### config.mk
export PLATFORM = sky130hd
export DESIGN_NAME = rv32_encoder_flat
export DESIGN_NICKNAME = d
export VERILOG_FILES = /design/src/rtl/rv32_encoder_if.sv /design/src/rtl/rv32_encoder.sv /design/src/flat_wrapper.sv
export SDC_FILE = /design/constraint.sdc
export NUM_CORES = 1
export LEC_CHECK = 0
export ABC_CLOCK_PERIOD_IN_PS = 3200
export CAP_MARGIN = 0
export CELL_PAD_IN_SITES_DETAIL_PLACEMENT = 1
export CELL_PAD_IN_SITES_GLOBAL_PLACEMENT = 1
export CORE_ASPECT_RATIO = 1.1
export CORE_MARGIN = 2
export CORE_UTILIZATION = 38
export DETAILED_ROUTE_END_ITERATION = 7
export PLACE_DENSITY = 0.84
export SLEW_MARGIN = 20
export SYNTH_ARGS = -nofsm -noshare
export SYNTH_HDL_FRONTEND = slang
export SYNTH_SLANG_ARGS = --single-unit
### constraint.sdc
create_clock -name clk -period 3.2 [get_ports clk]
set_input_delay 0.32 -clock clk [delete_from_list [all_inputs] [get_ports clk]]
set_output_delay 0.32 -clock clk [all_outputs]
set_load 0.005 [all_outputs]
### src/rtl/rv32_encoder_if.sv
// Opcode enumeration shared by the encoder and its users, plus the request/response
// bundle between a producer of decoded fields and the encoder.
package rv32_pkg;
    typedef enum logic [5:0] {
        RV32_UNKNOWN = 6'd0,
        RV32_LUI, RV32_AUIPC, RV32_JAL, RV32_JALR,
        RV32_BEQ, RV32_BNE, RV32_BLT, RV32_BGE, RV32_BLTU, RV32_BGEU,
        RV32_LB, RV32_LH, RV32_LW, RV32_LBU, RV32_LHU,
        RV32_SB, RV32_SH, RV32_SW,
        RV32_ADDI, RV32_SLTI, RV32_SLTIU, RV32_XORI, RV32_ORI, RV32_ANDI,
        RV32_SLLI, RV32_SRLI, RV32_SRAI,
        RV32_ADD, RV32_SUB, RV32_SLL, RV32_SLT, RV32_SLTU,
        RV32_XOR, RV32_SRL, RV32_SRA, RV32_OR, RV32_AND,
        RV32_FENCE, RV32_FENCEI, RV32_ECALL, RV32_EBREAK,
        RV32_CSRRW, RV32_CSRRS, RV32_CSRRC, RV32_CSRRWI, RV32_CSRRSI, RV32_CSRRCI
    } rv32_opcode_enum_t;
endpackage

interface rv32_encoder_if;
    import rv32_pkg::*;
    logic              req_valid;
    logic              req_ready;
    rv32_opcode_enum_t req_opcode;
    logic              req_li;
    logic [4:0]        req_rd;
    logic [4:0]        req_rs1;
    logic [4:0]        req_rs2;
    logic [31:0]       req_imm;
    logic              out_valid;
    logic              out_ready;
    logic [31:0]       out_instr;
    logic              out_trap;

    modport master (
        output req_valid, req_opcode, req_li, req_rd, req_rs1, req_rs2, req_imm, out_ready,
        input  req_ready, out_valid, out_instr, out_trap
    );
    modport slave (
        input  req_valid, req_opcode, req_li, req_rd, req_rs1, req_rs2, req_imm, out_ready,
        output req_ready, out_valid, out_instr, out_trap
    );
endinterface

### src/rtl/rv32_encoder.sv
// RV32I instruction encoder: decoded fields in, 32-bit machine word out through one
// registered stage. LI with a wide immediate expands into LUI followed by ADDI.
module rv32_encoder
    import rv32_pkg::*;
#(
    parameter bit          EN_LI     = 1'b1,
    parameter logic [7:0]  FENCE_PS  = 8'hFF,
    parameter logic [31:0] TRAP_WORD = 32'h0000_0000
) (
    input  logic           clk,
    input  logic           rst,
    rv32_encoder_if.slave  bus
);
    typedef enum logic { S_IDLE, S_LI2 } state_t;
    typedef enum logic [3:0] { F_R, F_I, F_CSR, F_SH, F_S, F_B, F_U, F_J, F_FIX, F_BAD } fmt_t;

    state_t       state_q, state_d;
    fmt_t         fmt;
    logic [6:0]   opc, f7;
    logic [2:0]   f3;
    logic [31:0]  fix_word, enc_word, addi_word, addi_q, instr_q;
    logic         enc_trap, valid_q, trap_q;
    logic         accept, drain, li_mode, li_two;
    logic         fit12, fitb, fitj;
    logic [19:0]  li_hi;
    logic [31:0]  imm;
    logic [4:0]   rd, rs1, rs2;
    logic signed [31:0] simm;

    assign imm  = bus.req_imm;
    assign simm = $signed(bus.req_imm);
    assign rd   = bus.req_rd;
    assign rs1  = bus.req_rs1;
    assign rs2  = bus.req_rs2;

    assign fit12 = (simm >= -2048) && (simm <= 2047);
    assign fitb  = !imm[0] && (simm >= -4096) && (simm <= 4094);
    assign fitj  = !imm[0] && (simm >= -1048576) && (simm <= 1048574);

    // LUI upper part rounds up when the low 12 bits will be sign-extended negative by ADDI
    assign li_mode   = EN_LI && bus.req_li;
    assign li_hi     = imm[31:12] + {19'b0, imm[11]};
    assign li_two    = li_mode && !fit12 && (imm[11:0] != 12'h000);
    assign addi_word = {imm[11:0], rd, 3'b000, rd, 7'h13};

    always_comb begin
        fmt      = F_BAD;
        opc      = 7'h00;
        f3       = 3'b000;
        f7       = 7'h00;
        fix_word = 32'h0;
        case (bus.req_opcode)
            RV32_LUI:    begin fmt = F_U;   opc = 7'h37; end
            RV32_AUIPC:  begin fmt = F_U;   opc = 7'h17; end
            RV32_JAL:    begin fmt = F_J;   opc = 7'h6F; end
            RV32_JALR:   begin fmt = F_I;   opc = 7'h67; end
            RV32_BEQ:    begin fmt = F_B;   opc = 7'h63; f3 = 3'd0; end
            RV32_BNE:    begin fmt = F_B;   opc = 7'h63; f3 = 3'd1; end
            RV32_BLT:    begin fmt = F_B;   opc = 7'h63; f3 = 3'd4; end
            RV32_BGE:    begin fmt = F_B;   opc = 7'h63; f3 = 3'd5; end
            RV32_BLTU:   begin fmt = F_B;   opc = 7'h63; f3 = 3'd6; end
            RV32_BGEU:   begin fmt = F_B;   opc = 7'h63; f3 = 3'd7; end
            RV32_LB:     begin fmt = F_I;   opc = 7'h03; f3 = 3'd0; end
            RV32_LH:     begin fmt = F_I;   opc = 7'h03; f3 = 3'd1; end
            RV32_LW:     begin fmt = F_I;   opc = 7'h03; f3 = 3'd2; end
            RV32_LBU:    begin fmt = F_I;   opc = 7'h03; f3 = 3'd4; end
            RV32_LHU:    begin fmt = F_I;   opc = 7'h03; f3 = 3'd5; end
            RV32_SB:     begin fmt = F_S;   opc = 7'h23; f3 = 3'd0; end
            RV32_SH:     begin fmt = F_S;   opc = 7'h23; f3 = 3'd1; end
            RV32_SW:     begin fmt = F_S;   opc = 7'h23; f3 = 3'd2; end
            RV32_ADDI:   begin fmt = F_I;   opc = 7'h13; f3 = 3'd0; end
            RV32_SLTI:   begin fmt = F_I;   opc = 7'h13; f3 = 3'd2; end
            RV32_SLTIU:  begin fmt = F_I;   opc = 7'h13; f3 = 3'd3; end
            RV32_XORI:   begin fmt = F_I;   opc = 7'h13; f3 = 3'd4; end
            RV32_ORI:    begin fmt = F_I;   opc = 7'h13; f3 = 3'd6; end
            RV32_ANDI:   begin fmt = F_I;   opc = 7'h13; f3 = 3'd7; end
            RV32_SLLI:   begin fmt = F_SH;  opc = 7'h13; f3 = 3'd1; end
            RV32_SRLI:   begin fmt = F_SH;  opc = 7'h13; f3 = 3'd5; end
            RV32_SRAI:   begin fmt = F_SH;  opc = 7'h13; f3 = 3'd5; f7 = 7'h20; end
            RV32_ADD:    begin fmt = F_R;   opc = 7'h33; f3 = 3'd0; end
            RV32_SUB:    begin fmt = F_R;   opc = 7'h33; f3 = 3'd0; f7 = 7'h20; end
            RV32_SLL:    begin fmt = F_R;   opc = 7'h33; f3 = 3'd1; end
            RV32_SLT:    begin fmt = F_R;   opc = 7'h33; f3 = 3'd2; end
            RV32_SLTU:   begin fmt = F_R;   opc = 7'h33; f3 = 3'd3; end
            RV32_XOR:    begin fmt = F_R;   opc = 7'h33; f3 = 3'd4; end
            RV32_SRL:    begin fmt = F_R;   opc = 7'h33; f3 = 3'd5; end
            RV32_SRA:    begin fmt = F_R;   opc = 7'h33; f3 = 3'd5; f7 = 7'h20; end
            RV32_OR:     begin fmt = F_R;   opc = 7'h33; f3 = 3'd6; end
            RV32_AND:    begin fmt = F_R;   opc = 7'h33; f3 = 3'd7; end
            RV32_FENCE:  begin fmt = F_FIX; fix_word = {4'b0, FENCE_PS, 20'h0000F}; end
            RV32_FENCEI: begin fmt = F_FIX; fix_word = 32'h0000_100F; end
            RV32_ECALL:  begin fmt = F_FIX; fix_word = 32'h0000_0073; end
            RV32_EBREAK: begin fmt = F_FIX; fix_word = 32'h0010_0073; end
            RV32_CSRRW:  begin fmt = F_CSR; opc = 7'h73; f3 = 3'd1; end
            RV32_CSRRS:  begin fmt = F_CSR; opc = 7'h73; f3 = 3'd2; end
            RV32_CSRRC:  begin fmt = F_CSR; opc = 7'h73; f3 = 3'd3; end
            RV32_CSRRWI: begin fmt = F_CSR; opc = 7'h73; f3 = 3'd5; end
            RV32_CSRRSI: begin fmt = F_CSR; opc = 7'h73; f3 = 3'd6; end
            RV32_CSRRCI: begin fmt = F_CSR; opc = 7'h73; f3 = 3'd7; end
            default:     fmt = F_BAD;
        endcase
    end

    // Any format whose range check fails falls through to the trap word
    always_comb begin
        enc_word = TRAP_WORD;
        enc_trap = 1'b1;
        case (fmt)
            F_R:   begin enc_word = {f7, rs2, rs1, f3, rd, opc}; enc_trap = 1'b0; end
            F_I:   if (fit12) begin enc_word = {imm[11:0], rs1, f3, rd, opc}; enc_trap = 1'b0; end
            F_CSR: begin enc_word = {imm[11:0], rs1, f3, rd, opc}; enc_trap = 1'b0; end
            F_SH:  begin enc_word = {f7, imm[4:0], rs1, f3, rd, opc}; enc_trap = 1'b0; end
            F_S:   if (fit12) begin
                       enc_word = {imm[11:5], rs2, rs1, f3, imm[4:0], opc}; enc_trap = 1'b0;
                   end
            F_B:   if (fitb) begin
                       enc_word = {imm[12], imm[10:5], rs2, rs1, f3, imm[4:1], imm[11], opc};
                       enc_trap = 1'b0;
                   end
            F_U:   begin enc_word = {imm[31:12], rd, opc}; enc_trap = 1'b0; end
            F_J:   if (fitj) begin
                       enc_word = {imm[20], imm[10:1], imm[11], imm[19:12], rd, opc};
                       enc_trap = 1'b0;
                   end
            F_FIX: begin enc_word = fix_word; enc_trap = 1'b0; end
            default: ;
        endcase
        if (li_mode) begin
            enc_trap = 1'b0;
            enc_word = fit12 ? {imm[11:0], 5'd0, 3'b000, rd, 7'h13} : {li_hi, rd, 7'h37};
        end
    end

    assign drain         = valid_q && bus.out_ready;
    assign bus.req_ready = (state_q == S_IDLE) && (!valid_q || bus.out_ready);
    assign accept        = bus.req_valid && bus.req_ready;

    always_ff @(posedge clk or posedge rst) begin
        if (rst) state_q <= S_IDLE;
        else     state_q <= state_d;
    end

    always_comb begin
        state_d = state_q;
        case (state_q)
            S_IDLE:  if (accept && li_two) state_d = S_LI2;
            S_LI2:   if (drain) state_d = S_IDLE;
            default: state_d = S_IDLE;
        endcase
    end

    // While in LI2 the output register is always full with the LUI word
    always_ff @(posedge clk or posedge rst) begin
        if (rst) begin
            valid_q <= 1'b0;
            instr_q <= 32'h0;
            trap_q  <= 1'b0;
            addi_q  <= 32'h0;
        end else if (state_q == S_LI2) begin
            if (drain) begin
                instr_q <= addi_q;
                trap_q  <= 1'b0;
            end
        end else if (accept) begin
            valid_q <= 1'b1;
            instr_q <= enc_word;
            trap_q  <= enc_trap;
            if (li_two) addi_q <= addi_word;
        end else if (drain) begin
            valid_q <= 1'b0;
        end
    end

    assign bus.out_valid = valid_q;
    assign bus.out_instr = instr_q;
    assign bus.out_trap  = trap_q;
endmodule

### src/flat_wrapper.sv
// flat-port wrapper written by rule: the top's interface ports become plain ports
module rv32_encoder_flat import rv32_pkg::*;
#(
    parameter bit          EN_LI     = 1'b1,
    parameter logic [7:0]  FENCE_PS  = 8'hFF,
    parameter logic [31:0] TRAP_WORD = 32'h0000_0000
)
  (clk, rst, bus_req_valid, bus_req_opcode, bus_req_li, bus_req_rd, bus_req_rs1, bus_req_rs2, bus_req_imm, bus_out_ready, bus_req_ready, bus_out_valid, bus_out_instr, bus_out_trap);
  rv32_encoder_if bus_i ();
  input  logic clk;
  input  logic rst;
  input wire logic [$bits(bus_i.req_valid)-1:0] bus_req_valid;
  input wire logic [$bits(bus_i.req_opcode)-1:0] bus_req_opcode;
  input wire logic [$bits(bus_i.req_li)-1:0] bus_req_li;
  input wire logic [$bits(bus_i.req_rd)-1:0] bus_req_rd;
  input wire logic [$bits(bus_i.req_rs1)-1:0] bus_req_rs1;
  input wire logic [$bits(bus_i.req_rs2)-1:0] bus_req_rs2;
  input wire logic [$bits(bus_i.req_imm)-1:0] bus_req_imm;
  input wire logic [$bits(bus_i.out_ready)-1:0] bus_out_ready;
  output wire logic [$bits(bus_i.req_ready)-1:0] bus_req_ready;
  output wire logic [$bits(bus_i.out_valid)-1:0] bus_out_valid;
  output wire logic [$bits(bus_i.out_instr)-1:0] bus_out_instr;
  output wire logic [$bits(bus_i.out_trap)-1:0] bus_out_trap;
  assign bus_i.req_valid = bus_req_valid;
  assign bus_i.req_opcode = bus_req_opcode;
  assign bus_i.req_li = bus_req_li;
  assign bus_i.req_rd = bus_req_rd;
  assign bus_i.req_rs1 = bus_req_rs1;
  assign bus_i.req_rs2 = bus_req_rs2;
  assign bus_i.req_imm = bus_req_imm;
  assign bus_i.out_ready = bus_out_ready;
  assign bus_req_ready = bus_i.req_ready;
  assign bus_out_valid = bus_i.out_valid;
  assign bus_out_instr = bus_i.out_instr;
  assign bus_out_trap = bus_i.out_trap;
  rv32_encoder #(.EN_LI(EN_LI), .FENCE_PS(FENCE_PS), .TRAP_WORD(TRAP_WORD)) u_core (.clk(clk), .rst(rst), .bus(bus_i));
endmodule
Yosys cells after proc, flatten, opt, wreduce, memory -nomap -nowiden
Index checks and enable logic that the tools add are counted.
Word-level totals
  input bits: 58
  logic and storage cells: 138
  flip-flop bits (word level): 60
Cells by class
  bitwise logic cells: 1
  $lt $le $gt $ge: 6
  add/subtract/negate cells: 1
  reduce and logical (&&, ||, !) cells: 42
  equality and inequality tests: 56
  multiplexer cells: 27
Operators with widths (number)
  32-bit 2-to-1 mux: 9
  32-bit one-hot mux with 9 select lines: 1
  28-bit one-hot mux with 4 select lines: 1
  6-bit by 5-bit == test with 1-bit output, second input constant: 16
  6-bit == test, second input constant: 16
  7-bit one-hot mux with 10 select lines: 1
  6-bit by 4-bit == test with 1-bit output, second input constant: 8
  4-bit one-hot mux with 9 select lines: 1
  32-bit by 12-bit >= comparator with 1-bit output, second input constant: 1
  32-bit by 13-bit >= comparator with 1-bit output, second input constant: 1
  32-bit by 21-bit >= comparator with 1-bit output, second input constant: 1
  32-bit by 12-bit <= comparator with 1-bit output, second input constant: 1
  32-bit by 13-bit <= comparator with 1-bit output, second input constant: 1
  32-bit by 21-bit <= comparator with 1-bit output, second input constant: 1
  6-bit by 3-bit == test with 1-bit output, second input constant: 4
  3-bit one-hot mux with 7 select lines: 1
  20-bit by 1-bit adder with 20-bit output: 1
  6-bit OR reduction: 3
  4-bit by 3-bit == test with 1-bit output, second input constant: 4
  4-bit OR reduction: 4
  5-bit OR reduction: 3
  6-bit by 2-bit == test with 1-bit output, second input constant: 2
  12-bit nonzero test: 1
  12-bit OR reduction: 1
  22 further kinds: 50

Logic depth before layout (Yosys ltp)
Gate-level depths: netlist of the first run.
  word-level depth: 9
  depth in mapped cells: 10
  depth with buffers taken out: 10

Worst setup path before layout of the first run
No wires, ideal clock.
  path kind: input to register
  start: input port bus_req_imm[24]
  end: register u_core.addi_q[17]
  stages: 9
  path slack: 574 ps
  arrival time: 2501 ps
  cells stage by stage: clkbuf_1 -> nor4_1 -> and3_1 -> nand4_2 -> and2_4 -> nand3_1 -> a31oi_1 -> buf_2 -> mux2_2
Between the ends
  word-level cells in the longest chain between the ends: 6
  elaborated cells between the ends (all ways): 7
  classes of those cells: order compare: 2; reduce/logical: 5
RTL lines
  start: declaration: line flat_wrapper.sv:18  | input wire logic [$bits(bus_i.req_imm)-1:0] bus_req_imm;
  32-bit by 12-bit >= comparator with 1-bit output or 32-bit by 12-bit <= comparator with 1-bit output (tied branches): line rv32_encoder.sv:36  | assign fit12 = (simm >= -2048) && (simm <= 2047);
  1-bit logical AND *: line rv32_encoder.sv:36
  1-bit logical NOT *: line rv32_encoder.sv:43  | assign li_two = li_mode && !fit12 && (imm[11:0] != 12'h000);
  1-bit logical AND * (2 in a row): line rv32_encoder.sv:43
  3-bit AND reduction (no source line) *
  end signal: assignment: line rv32_encoder.sv:168  | if (li_two) addi_q <= addi_word;
  end: declaration: line rv32_encoder.sv:21  | logic [31:0] fix_word, enc_word, addi_word, addi_q, instr_q;
Every way passes the cells marked *; elsewhere a longest branch is shown, timed or not.
A chain may end at the register's enable or synchronous reset.

Worst setup path in the final report of the first run
  start: input port bus_req_imm[14]
  end: register u_core.instr_q[7] (netlist: u_core.bus.out_instr[7])
Between the ends
  word-level cells in the longest chain between the ends: 8
  elaborated cells between the ends (all ways): 19
  classes of those cells: order compare: 6; mux: 8; reduce/logical: 5
RTL lines
  32-bit by 21-bit >= comparator with 1-bit output or 32-bit by 13-bit >= comparator with 1-bit output (tied branches): line rv32_encoder.sv:38, rv32_encoder.sv:37
  1-bit logical AND (on tied branches) (2 in a row): line rv32_encoder.sv:38, rv32_encoder.sv:37
  32-bit 2-to-1 mux (on tied branches): line rv32_encoder.sv:121, rv32_encoder.sv:116
  32-bit one-hot mux with 9 select lines *: line rv32_encoder.sv:108  | case (fmt)
  32-bit 2-to-1 mux *: line rv32_encoder.sv:128  | if (li_mode) begin
  32-bit 2-to-1 mux *: line rv32_encoder.sv:164  | end else if (accept) begin
  32-bit 2-to-1 mux *: line rv32_encoder.sv:159  | end else if (state_q == S_LI2) begin
  end signal: assignment: line rv32_encoder.sv:161  | instr_q <= addi_q;
  end signal: assignment: line rv32_encoder.sv:166  | instr_q <= enc_word;
  end: declaration: line rv32_encoder.sv:21
Every way passes the cells marked *; elsewhere a longest branch is shown, timed or not. The select of a mux whose other input is x is not followed.

==> summary.txt, run 1 <==
Outcome
  • Status: finished, final reports clean

GRT
  • Vias in the first global route: 5499
  • Global-route wire length before repair: 30.9 mm
  • Largest net degree at the start of global routing: 53
  • Overall Global Routing Usage: about 33%
  • Antenna violations before repair: 0
  • Grt ovf: 0

Yosys
  • Synth Area in Compound Gates: between 20 and 30%
  • Leading area contributor after synthesis: dfrtp_1
  • Post-Synth Simple-Gate Area: roughly a quarter
  • Yosys reg bits: between 50 and 60
  • Syn avg cell area: roughly 8 µm²
  • Post-Synth XOR/XNOR Area: about 3.7%
  • Multiplexer share of the synthesized area: 5.23%
  • Adder-Cell Fraction of Synth Area: about 1.2%
  • Netlist cell types: 70
  • Async SR Flop Fraction: between 90% and 100%
  • Main combinational cell family by area after synthesis: compound AO/OA/AOI/OAI gates
  • Syn_nets: about 600
  • Post-synth top area share: a little under a third
  • Mapped cell area: ~4300 µm²
  • Post-Syn Instances: 540
  • Seq/Total Area, Yosys: between 30% and 40%
  • Area contributors post-synth: dfrtp_1 (30%), nand2_1 (5.7%), mux2_2 (5.2%), o21ai_0 (4.1%), nor2_1 (4.0%)
  • Yosys warning count: 0
  • Main synth FF type: dfrtp_1
  • Post-synth EDFFs: 0

Cells and area
  • Layout area overhead: 42.7%
  • Final Util: between 50% and 60%
  • ANT cells: 0
  • Fin nets: between 700 and 800
  • Post-route insts no fill: 841
  • Layout cells sized above 1: 20.3%
  • Fillers: about 1300
  • Fin area: 6140 µm²
  • Seq. cell area: approximately 1300 µm²
  • Multi-input gate area: approximately 2800 µm²

Flow run
  • Max-cap viol count: 0

Clocking
  • Clock Latency Late Sink: about 0.29 ns
  • CTS Hold Buffers Added: 0
  • Num Clock Sinks: 52
  • # H-tree levels: 2
  • Postcts setup bufs: 0
  • CTS resizes: 0
  • CTS tree: yes
  • Worst-path clk slew: about 0.08 ns
  • CTS Buf Count: 5
  • Root Driver: clkbuf_16
  • Max clock buf depth: 2

Drt
  • # DRC: 0
  • Vias post-DR: approximately 5300
  • Number of DRC markers in iteration 0: 476
  • Drt wl/cell: around 24 µm
  • DR vias/cell: 6.29
  • Detailed Route WL: roughly 20 mm
  • First drt pass iteration count: 7
  • Post-route ant nets: 0

STA
  • Fin crit period: about 3.1 ns
  • Slew Viols, Final: 0
  • Final setup margin: roughly 0.11 ns
  • Setup TNS: 0 ns
  • RSZ-0062 raised after global routing: false
  • Setup-failing EPs final: 0
  • Max frequency: between 300 and 400 MHz
  • Fin. Hold Viols: 0
  • Worst hold margin: slightly below 0.5 ns
  • Tcrit/Tclk final: 96.6%
  • Max-Slew Margin vs Limit: between 50% and 60%
  • Worst Tran Pin Value: a little under 0.7 ns
  • Final Skew: 0.00500 ns

Hold path
  • Hold Path Class: input port to async pin

Place
  • I/O Buffers: roughly 90
  • Pre-CTS WS: -0.221 ns
  • Final HPWL DP: ~15 mm
  • Placement Cell Area: slightly below 6000 µm²
  • Placed Cells: roughly 830
  • Routability cong.: ~0.96

Pwr
  • Part of the power in registers: between 30 and 40%
  • PwrDens: between 500 and 600 nW/µm²
  • Clk network pwr share: approximately 16%
  • Sw Pwr: 1.35 mW
  • Int Power: about 2.2 mW
  • Switching Share: between 30% and 40%
  • Worst vdd ir: approximately 330 µV
  • Comb power frac: about 50%
  • Pwr Total: approximately 3.5 mW
  • Leak: ~2.5 nW

Floorplanning
  • Die Area: between 10000 and 15000 µm²
  • Die H: approximately 120 µm
  • Starting Density: about two fifths
  • Ports: a little over 90
  • Die Wd: around 110 µm
  • Row cnt: 40
  • Core footprint: 11000 µm²

Worst setup path
  • Worst path slowest cell: or4_4
  • Crit path cell chain: clkdlybuf4s50_1, or4_4, nor4_4, nand4_2, and2_4, or3_1, buf_4, a41oi_4, nand2_1, o211ai_1
  • Kind of critical path: input port to register
  • CP Data Required Time: ~3.4 ns
  • CP endpoint kind: register
  • Worst path arrival time: 3.29 ns
  • Critical path peak fanout: 6
  • Max stage delay on crit path: approximately 0.58 ns
  • Startpoint types: input port
  • Crit path buf inv count: 2
  • Crit-path leading delay family: simple AND/OR/NAND/NOR gates
[layer usage]
metal / track usage (%) / wire (µm) / vias to the layer above
met3: 3.71 / 1370 / 63
met4: 14.0 / 848 / 0
li1: - / - / 2332
met1: 42.1 / 8120 / 2612
met2: 56.3 / 9820 / 281
met5: 0 / 0 / -
[cell type report]
type                       instances  share of cell area [%]
clock buffer                       6                    2.10
clock inverter                     2                   0.224
inverter                          17                    1.08
multi-input combinational        430                    45.6
sequential                        52                    21.2
tap                              147                    2.99
timing repair buffer             187                    26.8
[worst paths after layout]
path / from / end / slack (ns) / cells after the start
min reg2reg: u_core.addi_q[31] / u_core.addi_q[31] / 0.50 / 1
max reg2reg: u_core.state_q / u_core.bus.out_instr[13] / 0.79 / 7
min in group clk: u_core.addi_q[31] / u_core.addi_q[31] / 0.50 / 1
min: rst / u_core.bus.out_instr[25] / 0.49 / 2
max in group asynchronous: rst / u_core.bus.out_instr[2] / 2.25 / 2
max: bus_req_imm[14] / u_core.bus.out_instr[7] / 0.11 / 10
[sequential cells by signal (all words and copies together), names as in the netlist]
| signal | count |
|---|---|
| u_core.bus.out_valid | 1 |
| u_core.addi_q | 18 |
| u_core.bus.out_instr | 31 |
| u_core.state_q | 1 |
| u_core.bus.out_trap | 1 |
[power groups by stage]
stage               sequential, mW  clock, mW  combinational [mW]
floorplan                     1.13          0               0.827
global placement              1.17          0                1.64
detailed placement            1.19          0                1.73
CTS                           1.18      0.555                1.75
global route                  1.22      0.582                1.87
finish                        1.19      0.553                1.76
[synth_stat cells, types with 6 or more instances]
| library cell | number |
|---|---|
| a22oi_1 | 7 |
| a221oi_1 | 8 |
| nor4_1 | 10 |
| xnor2_1 | 12 |
| nand2_1 | 65 |
| nor2_1 | 46 |
| a31oi_1 | 6 |
| nand2b_1 | 15 |
| or3_1 | 8 |
| mux2_2 | 20 |
| a221o_1 | 10 |
| nor3_1 | 6 |
| nand4_1 | 18 |
| clkbuf_1 | 30 |
| o21ai_0 | 35 |
| inv_1 | 16 |
| nor2b_1 | 7 |
| o211ai_1 | 6 |
| a21oi_1 | 32 |
| nand3_1 | 21 |
| a222oi_1 | 6 |
| dfrtp_1 | 52 |
| and3_1 | 6 |
| xor2_1 | 6 |
[cells in the final DEF (no fill, tap or decap), types with 12 or more instances in the layout]
master	synthesis	layout
dfrtp_1	52	52
nand2b_1	15	15
nand3_1	21	21
nor2_1	46	45
o21ai_0	35	34
buf_4	1	94
mux2_2	20	20
nand4_1	18	18
inv_1	16	15
nand2_1	65	65
clkdlybuf4s50_1	0	92
a21oi_1	32	32
xnor2_1	12	12
[cell families (layout without fill, tap and decap cells)]
| kind of cell | count (synthesis) | after routing |
|---|---|---|
| and+or+nand+nor | 222 | 222 |
| AOI/OAI and AO/OA | 166 | 166 |
| buffers and inverters | 58 | 212 |
| DFF | 52 | 52 |
| muxes | 20 | 20 |
| xor gates and xnor gates | 18 | 18 |
| adders and majority gates | 4 | 4 |
Note: power is estimated with default switching activity, not from simulation.
==> run 2: changes to the inputs <==
--- a/config.mk
+++ b/config.mk
@@ -14,6 +14,7 @@
 export CORE_UTILIZATION = 38
 export DETAILED_ROUTE_END_ITERATION = 7
 export PLACE_DENSITY = 0.84
+export REMOVE_ABC_BUFFERS = 1
 export SLEW_MARGIN = 20
 export SYNTH_ARGS = -nofsm -noshare
 export SYNTH_HDL_FRONTEND = slang
==> run 2 against run 1 <==
Worst setup slack improved by 0.024 ns; worst hold slack lost 0.014 ns; flip-flop and latch count did not move; maximum frequency grew 0.78%; first-iteration DRC count decreased by 18%; via count fell by 3.2%; largest power group unchanged; die area unchanged; cell count is 2.0% lower; sequential power barely moved.
==> summary.txt, run 2 (synthesized netlist as in run 1, its figures left out) <==
Outcome
  • Status: finished, final reports clean

Pwr
  • PwrDens: 579 nW/µm²
  • Comb power frac: around 50%
  • Leak: between 2 and 2.5 nW
  • Clk network pwr share: 16.5%
  • Sw Pwr: 1.31 mW
  • Switching Share: between 30 and 40%
  • Int Power: 2.16 mW
  • Worst vdd ir: about 350 µV
  • Part of the power in registers: between 30% and 40%

GRT
  • Global-route wire length before repair: 30.0 mm
  • Antenna violations before repair: 0
  • Vias in the first global route: between 5000 and 6000
  • Largest net degree at the start of global routing: 53
  • Grt ovf: 0
  • Overall Global Routing Usage: a little under a third

Drt
  • DR vias/cell: 6.21
  • Post-route ant nets: 0
  • # DRC: 0
  • Vias post-DR: 5119
  • Drt wl/cell: about 23 µm
  • Detailed Route WL: between 15 and 20 mm
  • First drt pass iteration count: 5
  • Number of DRC markers in iteration 0: 391

Worst setup path
  • Worst R2R End: u_core.bus.out_instr[14]
  • Worst setup path end: u_core.bus.out_instr[28]
  • Kind of critical path: input port to register
  • Critical path peak fanout: 8
  • Worst reg2reg path depth: 7
  • CP endpoint kind: register
  • Setup crit start: bus_req_imm[6]
  • CP Data Required Time: between 3 and 4 ns
  • Worst r2r src: u_core.state_q
  • Worst path arrival time: about 3.3 ns
  • Startpoint types: input port
  • R2R Setup Slk: ~0.79 ns

Flow run
  • Max-cap viol count: 0

Clocking
  • Root Driver: clkbuf_16
  • Num Clock Sinks: 52
  • # H-tree levels: 2
  • Worst-path clk slew: approximately 0.07 ns
  • CTS tree: yes
  • CTS Buf Count: 5
  • CTS Hold Buffers Added: 0
  • Max clock buf depth: 2
  • Postcts setup bufs: 0
  • CTS resizes: 0
  • Clock Latency Late Sink: 0.30 ns

Cells and area
  • Layout area overhead: 39.2%
  • Most frequent cells in the layout: clkdlybuf4s50_1 (92), buf_4 (77), nand2_1 (65)
  • Fillers: 1309
  • Largest register FFs: 31
  • Fin nets: about 740
  • Most common cell after layout, fill and taps aside: clkdlybuf4s50_1
  • ANT cells: 0
  • Final Util: a little over half
  • Layout cells sized above 1: a little under a fifth

Floorplanning
  • Core footprint: between 10000 and 15000 µm²
  • Die H: about 120 µm
  • Die Wd: 105 µm
  • Row cnt: 40
  • Starting Density: between 30% and 40%
  • Ports: just over 90
  • Die Area: around 12000 µm²

Place
  • Routability cong.: ~0.93
  • Final HPWL DP: about 15 mm
  • I/O Buffers: slightly above 90
  • Pre-CTS WS: -0.151 ns

STA
  • RSZ-0062 raised after global routing: false
  • Setup-failing EPs final: 0
  • Max-Slew Margin vs Limit: between 50% and 60%
  • Setup TNS: 0 ns
  • Fin crit period: ~3.1 ns
  • Worst Tran Pin Value: 0.685 ns
  • Final Skew: slightly below 0.006 ns
  • Max frequency: 326 MHz
  • Tcrit/Tclk final: between 90% and 100%
  • Slew Viols, Final: 0
  • Fin. Hold Viols: 0
  • Final setup margin: 0.133 ns

Hold path
  • Hold Path Class: input port to async pin
[run 2: changes by cell type in the layout (fill, tap and decap cells not counted), sizes merged]
cell | previous run | this run
inv | 17 | 18
buf | 95 | 78
clkinvlp | 0 | 1
clkbuf | 6 | 5
clkinv | 2 | 1
[run 2: worst min-delay path by stage]
stage	from	to	slack [ns]	cells past startpoint
floorplan	bus_req_opcode[3]	u_core.bus.out_instr[2]	0.41	1
CTS	u_core.addi_q[4]	u_core.addi_q[4]	0.49	1
detailed placement	u_core.bus.out_instr[3]	u_core.bus.out_instr[3]	0.46	1
finish	rst	u_core.addi_q[26]	0.48	2
global placement	u_core.addi_q[4]	u_core.addi_q[4]	0.45	1
global route	u_core.addi_q[4]	u_core.addi_q[4]	0.51	1
[run 2: worst max-delay path: stages]
cell and delay (ns):
clkdlybuf4s50_1 0.52, nand4_1 0.14, or4_1 0.52, o311ai_1 0.31, a21oi_1 0.13, or4_1 0.48, buf_4 0.19, a41o_1 0.30
a21boi_1 0.20, o221a_1 0.20
[run 2: stage by stage]
step	hold slack (ns)	cells	power [mW]	area [µm²]
after global placement	0.453	816	2.78	5840
after CTS	0.486	824	3.48	5990
after global routing	0.507	824	3.67	5990
after detailed placement	0.465	816	2.89	5840
final	0.476	824	3.47	5990
after floorplan	0.413	499	1.89	4130
[run 2: power groups by stage]
stage	clock (mW)	combinational, mW	sequential, mW
floorplan	0	0.741	1.15
global placement	0	1.62	1.15
detailed placement	0	1.71	1.18
CTS	0.583	1.73	1.17
global route	0.608	1.86	1.20
finish	0.572	1.72	1.17
[run 2: final cells by class]
class                   instances  area (µm²)  area share, %
clock buffers                   5         125           2.09
flip-flops and latches         52        1300           21.7
multi-input cells             430        2770           46.3
well taps                     147         184           3.07
inverters                      17        66.3           1.11
repair buffers                170        1520           25.3
clock inverters                 3        25.0          0.418
[run 2: routing by layer]
metal / vias to the layer above / GRT usage [%] / part of all wire (%)
li1: 2297 / - / -
met1: 2575 / 40.0 / 41
met2: 212 / 55.9 / 50
met3: 35 / 4.33 / 5.7
met4: 0 / 9.91 / 2.5
met5: - / 0 / 0
